### config.mk
export PLATFORM = sky130hd
export DESIGN_NAME = pipe_ctrl
export DESIGN_NICKNAME = d
export VERILOG_FILES = /design/src/rtl/pipe_ctrl.sv
export SDC_FILE = /design/constraint.sdc
export NUM_CORES = 1
export LEC_CHECK = 0
export BUFFER_PORTS_ARGS = -buffer_cell sky130_fd_sc_hd__clkbuf_2
export CAP_MARGIN = 20
export CORE_MARGIN = 3
export CORE_UTILIZATION = 40
export DETAILED_ROUTE_END_ITERATION = 16
export GPL_TIMING_DRIVEN = 1
export PLACE_DENSITY_LB_ADDON = 0.15
export SYNTH_ARGS = -nofsm -noshare
export SYNTH_HDL_FRONTEND = slang
export SYNTH_SLANG_ARGS = --single-unit
### constraint.sdc
create_clock -name clk -period 2.45 [get_ports clk]
set_clock_uncertainty 0.15 [all_clocks]
set_input_delay 0.49 -clock clk [delete_from_list [all_inputs] [get_ports clk]]
set_output_delay 0.49 -clock clk [all_outputs]
set_load 0.02 [all_outputs]
### src/rtl/pipe_ctrl.sv
// pipe_ctrl: pipeline control unit sitting behind the execute stage.
//   - A taken jump becomes a registered one-cycle PC redirect plus a
//     FLUSH_CYCLES-long bubble injection into IF/ID and ID/EX.
//   - A hold request becomes a pipeline stall, with a sticky watchdog that
//     flags a hold lasting HOLD_MAX consecutive cycles.
//   - Two wrapping performance counters: accepted jumps and stalled cycles.
// Ports:
//   clk, rst                  clock, synchronous active-high reset
//   jump_en_i, jump_addr_i    taken jump and its target from execute
//   hold_flag_i               execute requests a hold
//   perf_clr_i                synchronous clear of both perf counters
//   pc_redirect_o             PC loads pc_target_o this cycle (registered)
//   pc_target_o               registered redirect target, bit0 forced to 0
//   flush_o                   IF/ID and ID/EX load a bubble (registered)
//   stall_o                   PC, IF/ID and ID/EX hold (combinational)
//   hold_timeout_o            sticky hold watchdog flag
//   redirect_cnt_o            accepted jump count
//   stall_cnt_o               stalled cycle count
module pipe_ctrl #(
  parameter int FLUSH_CYCLES = 2,
  parameter int HOLD_MAX     = 16,
  parameter int CNT_W        = 32
) (
  input  logic             clk,
  input  logic             rst,
  input  logic             jump_en_i,
  input  logic [31:0]      jump_addr_i,
  input  logic             hold_flag_i,
  input  logic             perf_clr_i,
  output logic             pc_redirect_o,
  output logic [31:0]      pc_target_o,
  output logic             flush_o,
  output logic             stall_o,
  output logic             hold_timeout_o,
  output logic [CNT_W-1:0] redirect_cnt_o,
  output logic [CNT_W-1:0] stall_cnt_o
);

  typedef enum logic [1:0] {RUN, REDIRECT, HOLD} state_t;

  localparam logic [2:0]  FLUSH_LAST = 3'(FLUSH_CYCLES - 1);
  localparam logic [31:0] HOLD_LIM   = 32'(HOLD_MAX);
  localparam logic [31:0] HOLD_SAT   = 32'hFFFF_FFFF;

  state_t           state_q;
  logic [2:0]       flush_cnt_q;
  logic [31:0]      hold_cnt_q, hold_cnt_d;
  logic             pc_redirect_q, flush_q, timeout_q;
  logic [31:0]      pc_target_q;
  logic [CNT_W-1:0] redirect_cnt_q, stall_cnt_q;

  logic             stall_d;
  logic             accept_d;

  // Stall and jump acceptance. In RUN a simultaneous jump masks the hold:
  // the jump wins and the younger stages are flushed rather than frozen.
  // In REDIRECT both requests come from the wrong path and are ignored.
  always_comb begin
    stall_d    = 1'b0;
    accept_d   = 1'b0;
    hold_cnt_d = '0;
    unique case (state_q)
      RUN: begin
        accept_d = jump_en_i;
        stall_d  = hold_flag_i & ~jump_en_i;
        if (stall_d) hold_cnt_d = 32'd1;
      end
      HOLD: begin
        stall_d  = hold_flag_i;
        accept_d = ~hold_flag_i & jump_en_i;
        // Saturate so a very long hold never wraps back below HOLD_MAX.
        if (hold_flag_i)
          hold_cnt_d = (hold_cnt_q == HOLD_SAT) ? hold_cnt_q : hold_cnt_q + 32'd1;
      end
      default: ;
    endcase
  end

  always_ff @(posedge clk) begin
    if (rst) begin
      state_q        <= RUN;
      flush_cnt_q    <= '0;
      hold_cnt_q     <= '0;
      pc_redirect_q  <= 1'b0;
      flush_q        <= 1'b0;
      timeout_q      <= 1'b0;
      pc_target_q    <= '0;
      redirect_cnt_q <= '0;
      stall_cnt_q    <= '0;
    end else begin
      pc_redirect_q <= 1'b0;
      hold_cnt_q    <= hold_cnt_d;

      if (HOLD_MAX != 0 && stall_d && hold_cnt_d == HOLD_LIM)
        timeout_q <= 1'b1;

      if (accept_d) begin
        state_q       <= REDIRECT;
        pc_target_q   <= jump_addr_i & ~32'h1;
        pc_redirect_q <= 1'b1;
        flush_q       <= 1'b1;
        flush_cnt_q   <= FLUSH_LAST;   // flush cycles remaining after the first
      end else begin
        unique case (state_q)
          RUN:  if (stall_d) state_q <= HOLD;
          HOLD: if (!hold_flag_i) state_q <= RUN;
          REDIRECT: begin
            if (flush_cnt_q == 3'd0) begin
              flush_q <= 1'b0;
              state_q <= RUN;
            end else begin
              flush_cnt_q <= flush_cnt_q - 3'd1;
            end
          end
          default: state_q <= RUN;
        endcase
      end

      // Clear takes priority over a same-edge increment.
      if (perf_clr_i) begin
        redirect_cnt_q <= '0;
        stall_cnt_q    <= '0;
      end else begin
        if (accept_d) redirect_cnt_q <= redirect_cnt_q + CNT_W'(1);
        if (stall_d)  stall_cnt_q    <= stall_cnt_q + CNT_W'(1);
      end
    end
  end

  assign pc_redirect_o  = pc_redirect_q;
  assign pc_target_o    = pc_target_q;
  assign flush_o        = flush_q;
  assign stall_o        = stall_d;
  assign hold_timeout_o = timeout_q;
  assign redirect_cnt_o = redirect_cnt_q;
  assign stall_cnt_o    = stall_cnt_q;

endmodule
==> flow_metrics.tcl, run 1 <==
set metrics [dict create \
    hpwl_um 11390 \
    fp.dieW_um 128.0 \
    rrSetupSlack_ns -0.16 \
    startpoint_type "register" \
    grt_pass1_wl_um 25500 \
    nFillCells 1266 \
    final_common_cell "clkbuf_2" \
    outcome "complete, but fails checks" \
    critical_path_peak_fanout 5 \
    power_mw 5.485 \
    tritoncts "built" \
    grt_pass1_vias 5386 \
    fin_nets 968 \
    postRouteAntennaNets 0 \
    synth.ff_latch_count 135 \
    vdd_drop_max_v 0.0006377 \
    arrival_ns 2.80 \
    die_y_um 128.0 \
    period_minus_slack_ns 2.608 \
    synth_area_um2 5958 \
    synth_edf_count 0 \
    dieArea_um2 16400 \
    syn_to_final_growth_pct 38.20 \
    powerDensity_nw_per_um2 666.1 \
    start_util 0.4195 \
    grt_max_degree 65 \
    final.period_utilization 1.064 \
    cts_sinks 135 \
    final_cell_mix "clkbuf_2 (134), dfxtp_1 (133), nand2_1 (109)" \
    numCtsBuffers 17 \
    synth.avg_cell_area_um2 8.380 \
    ys_seq_area_frac 0.4536 \
    rsz0062_at_grt "true" \
    diodes 0 \
    synth-async-reset-ratio 0 \
    required_ns 2.64 \
    setup_slack_ns -0.1576 \
    drive_gt1_frac 0.3248 \
    vias 5676 \
    r2r-start "hold_cnt_q[4]" \
    synth_top_cell_by_area "dfxtp_1" \
    drc_errors 0 \
    end_kind "register" \
    cts-root-buf "clkbuf_16" \
    crit_type "reg2reg" \
    hp-start "jump_addr_i[4]" \
    syn_inst 711 \
    rr_endpoint "hold_timeout_o" \
    reg2reg_depth 8 \
    min_path_cells 3 \
    yosysWarningCount 0 \
    pre_cts_slack_ns -0.3109 \
    insertion_delay_ns 0.42 \
    coreArea_um2 14200 \
    clkSlewWorstSetupHoldPaths_ns 0.06 \
    rows 43 \
    via_per_inst 5.072 \
    ys_types 55 \
    cp_slowest_stage_delay_ns 0.44 \
    cp_common_cell "o21ai_0" \
    grt_usage 0.1907 \
    setup_viol 1 \
    drv_cap 0 \
    finalHoldViolCount 0 \
    ys.flop_type "dfxtp_1" \
    grt-ovfl-total 0 \
    hp-class "in2reg" \
    cts-htree-levels 4 \
    crit_path_top_delay_cell "or3_4" \
    drt_iter0_markers 342 \
    p_leak_nw 3.412 \
    routed_wirelength_um 15590 \
    tightest_slew_ns 0.6787 \
    ios 137 \
    numPortBuffers 134 \
    antenna_found_initial 0 \
    relSlewSlack 0.5475 \
    synth_top_area_frac 0.4536 \
    routedWlPerCell_um 13.93 \
    gp_congestion 0.8488 \
    first_pass_iters 5 \
    synth_nets 753 \
    finalMaxSlewViolations 0 \
    max_freq_mhz 383.5 \
    fin_setup_tns_ns -0.1576 \
    worstHoldEndpoint "pc_target_o[4]" \
    synthTopCellsByArea "dfxtp_1 (45%), xor2_1 (7.2%), nand2_1 (7.1%)" \
    clockBufferDepth 2 \
    cp_cell_sequence "and4_2 > nand2_2 > or3_4 > o31a_1 > o21ai_0 > o21ai_0 > or4_1 > o22ai_2" \
    violations "negative setup slack" \
]
critical path, delay by kind of cell (launching register included):
| family | cells | cell delay [ns] |
|---|---|---|
| compound gates | 4 | 0.73 |
| simple gates | 4 | 1.31 |
| flops | 1 | 0.34 |
registers in the layout (all words and copies together), names as in the netlist:
signal          flops
flush_o             1
state_q             2
pc_target_o        31
pc_redirect_o       1
hold_timeout_o      1
hold_cnt_q         32
stall_cnt_o        32
redirect_cnt_o     32
flush_cnt_q         3
cells in the mapped netlist, types with 3 or more instances:
cell	n
dfxtp_1	135
nand2_1	112
nor2_1	100
a21oi_1	49
xor2_1	49
nand3_1	40
xnor2_1	30
clkbuf_1	22
and3_1	17
o21ai_0	16
nand4_1	15
or3_1	15
nor3_1	14
inv_1	13
and2_1	7
a31oi_1	5
and4_1	5
ha_1	5
buf_2	4
buf_6	4
mux2i_1	4
nor2b_1	4
a211o_1	3
a41oi_1	3
nor4_1	3
or2_2	3
logic make-up (layout without fill, tap and decap cells):
| group | Yosys count | in the layout | share of synthesized area |
|---|---|---|---|
| other | 1 | 1 | 0.0006294 |
| adder cells (fa/ha/maj) | 5 | 5 | 0.01050 |
| multiplexers | 5 | 5 | 0.009239 |
| buffers and inverters | 46 | 274 | 0.03549 |
| AO/OA/AOI/OAI | 93 | 93 | 0.09933 |
| AND/OR/NAND/NOR | 347 | 347 | 0.2751 |
| flip-flops | 135 | 135 | 0.4536 |
| XOR/XNOR | 79 | 79 | 0.1161 |
per-stage QoR:
stage,utilization,instance area (um^2),hold WS [ns],cells
after floorplan,-,6011,0.3288,711
after global routing,0.5797,8234,0.1337,1119
final,0.5797,8234,0.1413,1119
after global placement,0.5228,7426,0.2912,1084
after CTS,0.5762,8184,0.1238,1118
after detailed placement,0.5228,7426,0.2958,1084
layer usage:
layer	vias to the layer above	part of all wire	global-route usage
met4	0	0.020	0.06866
met1	2666	0.44	0.2402
li1	2845	-	-
met3	28	0.051	0.04833
met2	137	0.49	0.3164
met5	-	0	0
where the power goes:
part | internal (mW) | switching (mW)
registers | 2.24 | 0.0248
logic | 0.102 | 0.184
clock network | 1.95 | 0.988
area by class of cell:
type / count / area [um^2] / share of cell area
multi-input cells: 530 / 3187 / 0.3870
flip-flops and latches: 135 / 2705 / 0.3285
repair buffers: 229 / 1384 / 0.1681
clock buffers: 18 / 439.2 / 0.05334
clock inverters: 14 / 245.2 / 0.02978
well taps: 180 / 225.2 / 0.02735
inverters: 13 / 48.80 / 0.005926
worst max path at each step:
| stage | from | to | slack [ns] |
|---|---|---|---|
| 4_1_cts | hold_cnt_q[0] | hold_timeout_o | -0.14 |
| 3_5_place_dp | hold_cnt_q[0] | hold_timeout_o | -0.31 |
| 5_1_grt | hold_cnt_q[0] | hold_timeout_o | -0.28 |
| 6_report | hold_cnt_q[4] | hold_timeout_o | -0.16 |
| 2_1_floorplan | hold_cnt_q[8] | hold_timeout_o | -0.23 |
| 3_3_place_gp | hold_cnt_q[0] | hold_timeout_o | -0.27 |
timing repair:
item | in CTS | in global routing
buffers inserted | 2 | 1
hold endpoints to repair | 0 | 0
pin swaps | 6 | 2
hold buffers | 0 | 0
endpoints found under the setup margin | 1 | 8
cloned | 0 | 0
resized for setup | 17 | 9
No activity file was read; power rests on OpenSTA's default activity.
==> inputs of run 2 (changes only) <==
Clock period 2.45 ns to 2.1 ns, I/O delays scaled along.
==> run 2 against run 1 <==
  * Power increased by 6.8%
  * Register-to-register slack lost 0.45 ns
  * Wire length up 5.1%
  * Via count grew 3.3%
  * Flip-flop and latch count stayed put
  * Sequential share of layout area is 2.3 points lower
  * Clock power shrank 3%
  * Worst setup slack worse by 0.45 ns
  * Maximum frequency is 3.7% lower
  * Critical path depth increased by 3
  * Critical path type unchanged
  * The run still ends with negative setup slack left
==> flow_metrics.tcl, run 2 (same netlist as run 1, synthesis figures left out) <==
set metrics [dict create \
    crit_path_top_delay_cell "or4_4" \
    diodes 0 \
    fin_setup_tns_ns -1.769 \
    vias 5861 \
    grt_max_degree 65 \
    violations "negative setup slack" \
    hpwl_um 11730 \
    grt-ovfl-total 0 \
    grt_pass1_wl_um 26360 \
    p_sw_mw 1.325 \
    setup_viol 18 \
    startpoint_type "register" \
    max_freq_mhz 369.2 \
    rows 43 \
    tritoncts "built" \
    clkSlewWorstSetupHoldPaths_ns 0.06 \
    cp_cell_sequence "ha_4 > and3_4 > and2_4 > buf_6 > a31oi_4 > buf_6 > nand4_1 > a22oi_2 > a41oi_2 > or4_4 > o22ai_2" \
    postRouteAntennaNets 0 \
    internal_power_mw 4.533 \
    powerDensity_nw_per_um2 656.5 \
    fin_nets 1026 \
    fp.dieW_um 128.0 \
    p_clk_frac 0.487 \
    period_minus_slack_ns 2.709 \
    drc_errors 0 \
    drive_gt1_frac 0.4147 \
    grt_pass1_vias 5703 \
    ios 137 \
    first_pass_iters 4 \
    drt_iter0_markers 331 \
    vdd_drop_max_v 0.0005321 \
    end_kind "register" \
    setup_slack_ns -0.6088 \
    final_cell_mix "buf_4 (142), clkbuf_2 (133), dfxtp_1 (119)" \
    numCtsBuffers 17 \
    crit_family "simple AND/OR/NAND/NOR gates" \
    start_util 0.4195 \
    insertion_delay_ns 0.42 \
    rsz0062_at_grt "true" \
    syn_to_final_growth_pct 49.77 \
    p_leak_nw 3.803 \
    min_path_cells 3 \
    numPortBuffers 134 \
    path_buf_inv 2 \
    cp.depth 11 \
    final.period_utilization 1.290 \
    hp-class "in2reg" \
    cp_slowest_stage_delay_ns 0.56 \
    relSlewSlack 0.5277 \
    holdBufCountCts 0 \
    cts-root-buf "clkbuf_16" \
    finalHoldViolCount 0 \
    outcome "complete, but fails checks" \
    die_y_um 128.0 \
    critical_path_peak_fanout 6 \
    gp_congestion 0.9717 \
    cp_common_cell "buf_6" \
    final_util 0.6283 \
    pwr-share-comb 0.062 \
    finalMaxSlewViolations 0 \
    grt_usage 0.1970 \
    swShare 0.2262 \
    reg2reg_depth 11 \
    p_seq_frac 0.451 \
    clockBufferDepth 2 \
    dieArea_um2 16400 \
    required_ns 2.29 \
    antenna_found_initial 0 \
    tightest_slew_ns 0.7085 \
    routedWlPerCell_um 13.93 \
    coreArea_um2 14200 \
    cts-htree-levels 4 \
    cts_sinks 135 \
    power_mw 5.858 \
    routed_wirelength_um 16380 \
    drv_cap 0 \
    final_common_cell "buf_4" \
    crit_type "reg2reg" \
    via_per_inst 4.984 \
    arrival_ns 2.90 \
]
run 2: path summary, 6_finish.rpt:
kind / from / endpoint / slack, ns
max: hold_cnt_q[0] / hold_timeout_o / -0.61
min: jump_addr_i[27] / pc_target_o[27] / 0.07
max reg2reg: hold_cnt_q[0] / hold_timeout_o / -0.61
min reg2reg: pc_target_o[16] / pc_target_o[16] / 0.30
run 2: through the flow:
step                setup WS [ns]  instances  area, um^2  hold WS (ns)
CTS                       -0.4723       1164        8635       0.06100
global placement          -0.6027       1127        7838        0.2909
finish                    -0.6088       1176        8924       0.07219
floorplan                 -0.5809        711        6116        0.3288
global route              -0.6633       1176        8924       0.06400
detailed placement        -0.6055       1127        7838        0.2971
run 2: area by class of cell:
| cell class | instances | area [um^2] |
|---|---|---|
| Fill cell | 1208 | 5280 |
| Tap cell | 180 | 225.2 |
| Sequential cell | 135 | 2725 |
| Clock buffer | 24 | 503.0 |
| Multi-Input combinational cell | 530 | 3485 |
| Clock inverter | 7 | 66.31 |
| Timing Repair Buffer | 287 | 1871 |
| Inverter | 13 | 48.80 |
run 2: tightest hold or removal path, delay by kind of cell:
kind | cells | cell delay [ns]
AO/OA/AOI/OAI | 1 | 0.05
buffers and inverters | 1 | 0.08
AND/OR/NAND/NOR | 1 | 0.05
run 2: metal layers:
metal  up-vias  track usage  share of wire
met3        35      0.05208          0.049
met2       142       0.3343           0.49
met1      2738       0.2369           0.43
met4         0      0.07990          0.027
li1       2946            -              -
met5         -            0              0
run 2: power groups by stage:
stage | clock (mW) | sequential [mW] | combinational (mW)
after floorplan | 0 | 2.75 | 0.155
after global placement | 0 | 2.69 | 0.344
after detailed placement | 0 | 2.69 | 0.352
after CTS | 2.91 | 2.64 | 0.361
after global routing | 3.03 | 2.64 | 0.403
final | 2.85 | 2.64 | 0.365
run 2: what timing repair did:
action	CTS	global route
pin swaps	20	32
setup buffers	6	14
resized for setup	44	47
setup endpoints to repair	20	39
